[src/rtl/fetch_decode_reg.sv]
// fetch_decode_reg: IF/ID pipeline register. Captures instruction bytes from
// fetch, assembles two-byte (opcode 12) instructions with their immediate,
// feeds the last first-byte opcode/brx back to fetch control, and tags the
// first instruction completed after an accepted interrupt.
module fetch_decode_reg #(
  parameter int          PC_W = 8,
  parameter logic [7:0]  NOP  = 8'h00
) (
  input  logic            clk,
  input  logic            reset,
  input  logic [7:0]      instr_in,
  input  logic [PC_W-1:0] pc_in,
  input  logic            fetch_valid,
  input  logic            hold,
  input  logic            flush,
  input  logic            int_in,
  output logic            ifid_valid,
  output logic [7:0]      ifid_instr,
  output logic [7:0]      ifid_imm,
  output logic [PC_W-1:0] ifid_pc,
  output logic            ifid_int,
  output logic [3:0]      fb_opcode,
  output logic [1:0]      fb_brx,
  output logic            imm_pending
);

  typedef enum logic {S_ONE = 1'b0, S_IMM = 1'b1} state_t;

  localparam logic [3:0] OP_TWO_BYTE = 4'd12;

  state_t            state_q, state_d;
  logic              ifid_valid_q, ifid_valid_d;
  logic [7:0]        ifid_instr_q, ifid_instr_d;
  logic [7:0]        ifid_imm_q, ifid_imm_d;
  logic [PC_W-1:0]   ifid_pc_q, ifid_pc_d;
  logic              ifid_int_q, ifid_int_d;
  logic [3:0]        fb_opcode_q, fb_opcode_d;
  logic [1:0]        fb_brx_q, fb_brx_d;
  logic [7:0]        stage_instr_q, stage_instr_d;
  logic [PC_W-1:0]   stage_pc_q, stage_pc_d;
  logic              int_pend_q, int_pend_d;

  logic accept;
  logic completes;

  assign accept = fetch_valid & ~hold & ~flush;

  // Next-state and datapath: flush > hold > accept > bubble.
  always_comb begin
    state_d       = state_q;
    ifid_valid_d  = ifid_valid_q;
    ifid_instr_d  = ifid_instr_q;
    ifid_imm_d    = ifid_imm_q;
    ifid_pc_d     = ifid_pc_q;
    ifid_int_d    = ifid_int_q;
    fb_opcode_d   = fb_opcode_q;
    fb_brx_d      = fb_brx_q;
    stage_instr_d = stage_instr_q;
    stage_pc_d    = stage_pc_q;
    completes     = 1'b0;

    if (flush) begin
      state_d       = S_ONE;
      ifid_valid_d  = 1'b0;
      ifid_instr_d  = NOP;
      ifid_int_d    = 1'b0;
      fb_opcode_d   = 4'd0;
      fb_brx_d      = 2'd0;
      stage_instr_d = NOP;
      stage_pc_d    = '0;
    end else if (hold) begin
      // everything frozen
    end else if (accept) begin
      if (state_q == S_IMM) begin
        // Immediate byte closes the staged two-byte instruction. fb_* go to
        // zero so fetch control does not take the second-byte path again.
        completes    = 1'b1;
        ifid_instr_d = stage_instr_q;
        ifid_pc_d    = stage_pc_q;
        ifid_imm_d   = instr_in;
        ifid_valid_d = 1'b1;
        fb_opcode_d  = 4'd0;
        fb_brx_d     = 2'd0;
        state_d      = S_ONE;
      end else if (instr_in[7:4] == OP_TWO_BYTE) begin
        stage_instr_d = instr_in;
        stage_pc_d    = pc_in;
        ifid_valid_d  = 1'b0;
        ifid_int_d    = 1'b0;
        fb_opcode_d   = instr_in[7:4];
        fb_brx_d      = instr_in[3:2];
        state_d       = S_IMM;
      end else begin
        completes    = 1'b1;
        ifid_instr_d = instr_in;
        ifid_pc_d    = pc_in;
        ifid_imm_d   = 8'h00;
        ifid_valid_d = 1'b1;
        fb_opcode_d  = instr_in[7:4];
        fb_brx_d     = instr_in[3:2];
      end
      if (completes) begin
        ifid_int_d = int_pend_q | int_in;
      end
    end else begin
      // Bubble: nothing fetched; S_IMM keeps waiting with staging intact.
      ifid_valid_d = 1'b0;
      ifid_int_d   = 1'b0;
      fb_opcode_d  = 4'd0;
      fb_brx_d     = 2'd0;
    end
  end

  // Interrupt pending: set by int_in unless this edge completes an
  // instruction (tag goes straight out); survives hold and flush so a
  // redirect cannot lose the interrupt tag.
  always_comb begin
    int_pend_d = int_pend_q;
    if (completes) begin
      int_pend_d = 1'b0;
    end else if (int_in) begin
      int_pend_d = 1'b1;
    end
  end

  // Register update with synchronous active-low reset.
  always_ff @(posedge clk) begin
    if (!reset) begin
      state_q       <= S_ONE;
      ifid_valid_q  <= 1'b0;
      ifid_instr_q  <= NOP;
      ifid_imm_q    <= 8'h00;
      ifid_pc_q     <= '0;
      ifid_int_q    <= 1'b0;
      fb_opcode_q   <= 4'd0;
      fb_brx_q      <= 2'd0;
      stage_instr_q <= NOP;
      stage_pc_q    <= '0;
      int_pend_q    <= 1'b0;
    end else begin
      state_q       <= state_d;
      ifid_valid_q  <= ifid_valid_d;
      ifid_instr_q  <= ifid_instr_d;
      ifid_imm_q    <= ifid_imm_d;
      ifid_pc_q     <= ifid_pc_d;
      ifid_int_q    <= ifid_int_d;
      fb_opcode_q   <= fb_opcode_d;
      fb_brx_q      <= fb_brx_d;
      stage_instr_q <= stage_instr_d;
      stage_pc_q    <= stage_pc_d;
      int_pend_q    <= int_pend_d;
    end
  end

  assign ifid_valid  = ifid_valid_q;
  assign ifid_instr  = ifid_instr_q;
  assign ifid_imm    = ifid_imm_q;
  assign ifid_pc     = ifid_pc_q;
  assign ifid_int    = ifid_int_q;
  assign fb_opcode   = fb_opcode_q;
  assign fb_brx      = fb_brx_q;
  assign imm_pending = (state_q == S_IMM);

endmodule

[config.mk]
export PLATFORM = sky130hd
export DESIGN_NAME = fetch_decode_reg
export DESIGN_NICKNAME = d
export VERILOG_FILES = /design/src/rtl/fetch_decode_reg.sv
export SDC_FILE = /design/constraint.sdc
export NUM_CORES = 1
export LEC_CHECK = 0
export CAP_MARGIN = 20
export CORE_UTILIZATION = 45
export CTS_BUF_LIST = sky130_fd_sc_hd__clkbuf_2
export DETAILED_ROUTE_END_ITERATION = 10
export PLACE_DENSITY = 0.75
export SLEW_MARGIN = 20
export SYNTH_ARGS = -nofsm -noshare
export SYNTH_HDL_FRONTEND = slang
export SYNTH_SLANG_ARGS = --single-unit
[constraint.sdc]
create_clock -name clk -period 3.2 [get_ports clk]
set_clock_uncertainty 0.15 [all_clocks]
set_input_delay 0.96 -clock clk [delete_from_list [all_inputs] [get_ports clk]]
set_output_delay 0.96 -clock clk [all_outputs]
set_load 0.02 [all_outputs]
==> key figures <==
Layout
  • Final cell utilization of the core: 62.3%
  • Area growth, synth to finish: 32.1%
  • Final instance area: 0.00275 sq mm
  • NumNets Final: 292
  • Number of diodes added for antenna fixing: 0
  • Count of placed standard cells in the final layout, fillers left out: 323
  • Fillers: 385
  • Share of layout cells above drive strength 1: 12.9%

Global routing
  • GRT overflow: 0
  • Aggregate global-route resource usage: 19.3%
  • Pin count of the biggest net entering global routing: 37
  • Global-route wire length before repair: 7500 microns
  • Initial antenna violation count: 0
  • Via count of the first global-routing pass: 1542

Route
  • DRC: 0
  • Post-detailed-routing wire length: 4610 microns
  • Pre-antenna DRT Iters: 4
  • Routed via count divided by cell count: 5.33
  • Detailed-route wire length per cell: 14.3 microns
  • Number of nets still failing antenna checks after routing: 0
  • Initial detailed-routing violation count: 90
  • Via count: 1723

Synthesis
  • Number of synthesis warnings: 0
  • Synth Net Count: 237
  • Distinct cell type count after synthesis: 30
  • Post-Syn Area per Cell: 9.68 sq um
  • Synth Register Bits: 50
  • Syn Inst Count: 215
  • Sequential cell area fraction in the yosys report: 48.1%
  • Post-synthesis instance area: 0.00208 sq mm

Floorplan
  • Floorplan die area: 0.00490 sq mm
  • Y dimension of the die: 70.0 microns
  • Row count: 24
  • Starting Density: 47.2%
  • Boundary pin count: 55
  • Die outline width: 70.0 microns
  • Placeable core region: 0.00441 sq mm

Clock network
  • CTS tree: yes
  • PostCTS Resize Cnt: 0
  • Clk Latency, worst-skew pair: 0.44 ns
  • Buffer levels on the longest clock path: 2
  • Cts-stage hold buffer count: 0
  • Maximum level of the CTS H-tree: 2
  • CTS clk-pin slew, worst paths: 0.25 ns
  • Buffers inserted by post-CTS timing repair: 0
  • Root buffer cell: sky130_fd_sc_hd__clkbuf_2
  • Number of CTS-inserted buffers: 5
  • Clock tree sinks: 50

Worst setup path
  • Required time at the endpoint of the critical path: 2.09 ns
  • Path length in cells of the critical path: 1
  • Worst Setup Start Kind: flop
  • Master of the slowest instance on the critical path: sky130_fd_sc_hd__clkdlybuf4s50_1
  • Highest net fanout along the worst path: 2
  • Crit-path max cell delay: 0.61 ns
  • Worst setup path category: reg2out
  • Critical-path cell list: clkdlybuf4s50_1
  • Count of buffer and inverter cells on the critical path: 1
  • Top Family by Delay on Critical Path: buffers and inverters
  • Cell count of the worst reg-to-reg path: 5
  • Endpoint kind of the worst setup timing path: primary output
  • Data arrival time of the critical path: 1.46 ns

STA
  • Slew @ Worst Pin: 0.588 ns
  • Final worst path period share: 80.2%
  • Setup_tns: 0 ns
  • Clock period minus final worst setup slack: 2.57 ns
  • Setup Viol. Count Final: 0
  • Timing-limited maximum frequency: 390 MHz
  • Worst slew margin relative to its limit: 60.7%
  • Setup repair after global routing missed its margin: false
  • Number of max-slew violations in the final report: 0
  • Final Hold Violating Endpoints: 0

Place
  • Post-place instance area: 0.00269 sq mm
  • RD Place Congestion: 0.741
  • Dpl cells: 315
  • Count of input and output buffers: 54
  • Half-perimeter wire length after detailed placement: 3350 microns

Flow run
  • Maximum Capacitance Violations: 0

Hold path
  • Hold Path Cell Cnt: 2
  • Hold Crit Class: reg2reg

Power
  • Power density normalized to cell area: 399 mW/mm^2
  • Reported leakage power: 0.00102 uW
  • Overall power consumption: 1100 uW
  • Peak supply drop: 0.000337 V

Run status
  • Status: finished, final reports clean
-- path summary, 6_finish.rpt --
kind	from	endpoint	slack, ns
max	ifid_int$_SDFFE_PP0P_	ifid_int	0.63
min reg2reg	stage_pc_q[3]$_SDFFE_PP0P_	stage_pc_q[3]$_SDFFE_PP0P_	0.32
max reg2reg	imm_pending$_SDFFE_PP0P_	stage_pc_q[4]$_SDFFE_PP0P_	1.14
min	stage_pc_q[3]$_SDFFE_PP0P_	stage_pc_q[3]$_SDFFE_PP0P_	0.32
-- kinds of logic (layout without fill, tap and decap cells) --
logic type	after synthesis	after routing	synth area share (%)
and+or+nand+nor	74	74	16.9
DFF	50	50	48.1
AOI/OAI and AO/OA	46	46	17.7
muxes	27	27	13.0
buffers and inverters	18	74	4.39
-- where the power goes --
group,switching (uW),internal (uW),total (uW)
Sequential,4.98,634,639
Clock,188,139,327
Combinational,67.1,63.6,131
-- cells in the mapped netlist (all sizes together) --
master	number	share of area, %
o22ai	8	2.4
nor3	1	0.78
buf	10	2.9
clkbuf	7	1.3
nand3	2	0.48
dfxtp	50	48
and4bb	1	0.60
o211ai	5	1.8
o211a	5	2.4
nand4bb	1	0.54
nand2	51	9.2
inv	1	0.18
o221a	8	4.3
nor2	9	1.6
mux2i	27	13
a21oi	5	1.7
o21ai	4	0.96
nor4	1	0.30
or3b	1	0.54
nand2b	1	0.30
nor2b	2	0.60
and3	2	0.60
a22oi	6	2.2
o21a	4	1.4
a31o	1	0.42
nor4b	1	0.72
nor3b	1	0.60
-- cell usage in the layout, fill, tap and decap left out, types with 2 or more instances in the layout --
| cell | netlist | routed |
|---|---|---|
| sky130_fd_sc_hd__clkdlybuf4s50_1 | 0 | 54 |
| sky130_fd_sc_hd__nand2_1 | 51 | 51 |
| sky130_fd_sc_hd__dfxtp_1 | 50 | 50 |
| sky130_fd_sc_hd__mux2i_1 | 27 | 27 |
| sky130_fd_sc_hd__buf_4 | 2 | 11 |
| sky130_fd_sc_hd__nor2_1 | 9 | 9 |
| sky130_fd_sc_hd__o221a_2 | 8 | 8 |
| sky130_fd_sc_hd__o22ai_1 | 8 | 8 |
| sky130_fd_sc_hd__clkbuf_2 | 0 | 7 |
| sky130_fd_sc_hd__a22oi_1 | 6 | 6 |
| sky130_fd_sc_hd__o211ai_1 | 5 | 5 |
| sky130_fd_sc_hd__o211a_1 | 5 | 5 |
| sky130_fd_sc_hd__o21a_1 | 4 | 4 |
| sky130_fd_sc_hd__o21ai_0 | 4 | 4 |
| sky130_fd_sc_hd__a21oi_1 | 4 | 4 |
| sky130_fd_sc_hd__nand3_1 | 2 | 2 |
| sky130_fd_sc_hd__and3_1 | 2 | 2 |
-- state kept, by name, indices dropped and copies added (netlist names) --
signal         flops
ifid_int           1
stage_instr_q      8
ifid_pc            8
ifid_imm           8
stage_pc_q         8
fb_brx             2
fb_opcode          4
int_pend_q         1
ifid_instr         8
ifid_valid         1
imm_pending        1
-- cell type report --
cell class	instances	area (sq um)	share of cell area [%]
inverter	1	3.75	0.136
sequential	50	1000	36.4
multi-input combinational	147	992	36.1
clock inverter	1	30.0	1.09
tap	52	65.1	2.37
timing repair buffer	65	623	22.7
clock buffer	7	35.0	1.27
-- routing by layer --
layer	GRT usage, %	wire length, microns	vias up
li1	-	-	872
met1	26.8	2240	807
met2	29.9	2120	38
met3	4.33	188	6
met4	6.00	57	0
met5	0	0	-
-- per-stage QoR --
| stage | hold WS, ns | setup WS [ns] |
|---|---|---|
| after floorplan | 0.284 | 0.944 |
| after global placement | 0.292 | 0.344 |
| after detailed placement | 0.298 | 0.246 |
| after CTS | 0.324 | 0.608 |
| after global routing | 0.347 | 0.571 |
| final | 0.323 | 0.634 |
No activity file was read; power rests on OpenSTA's default activity.
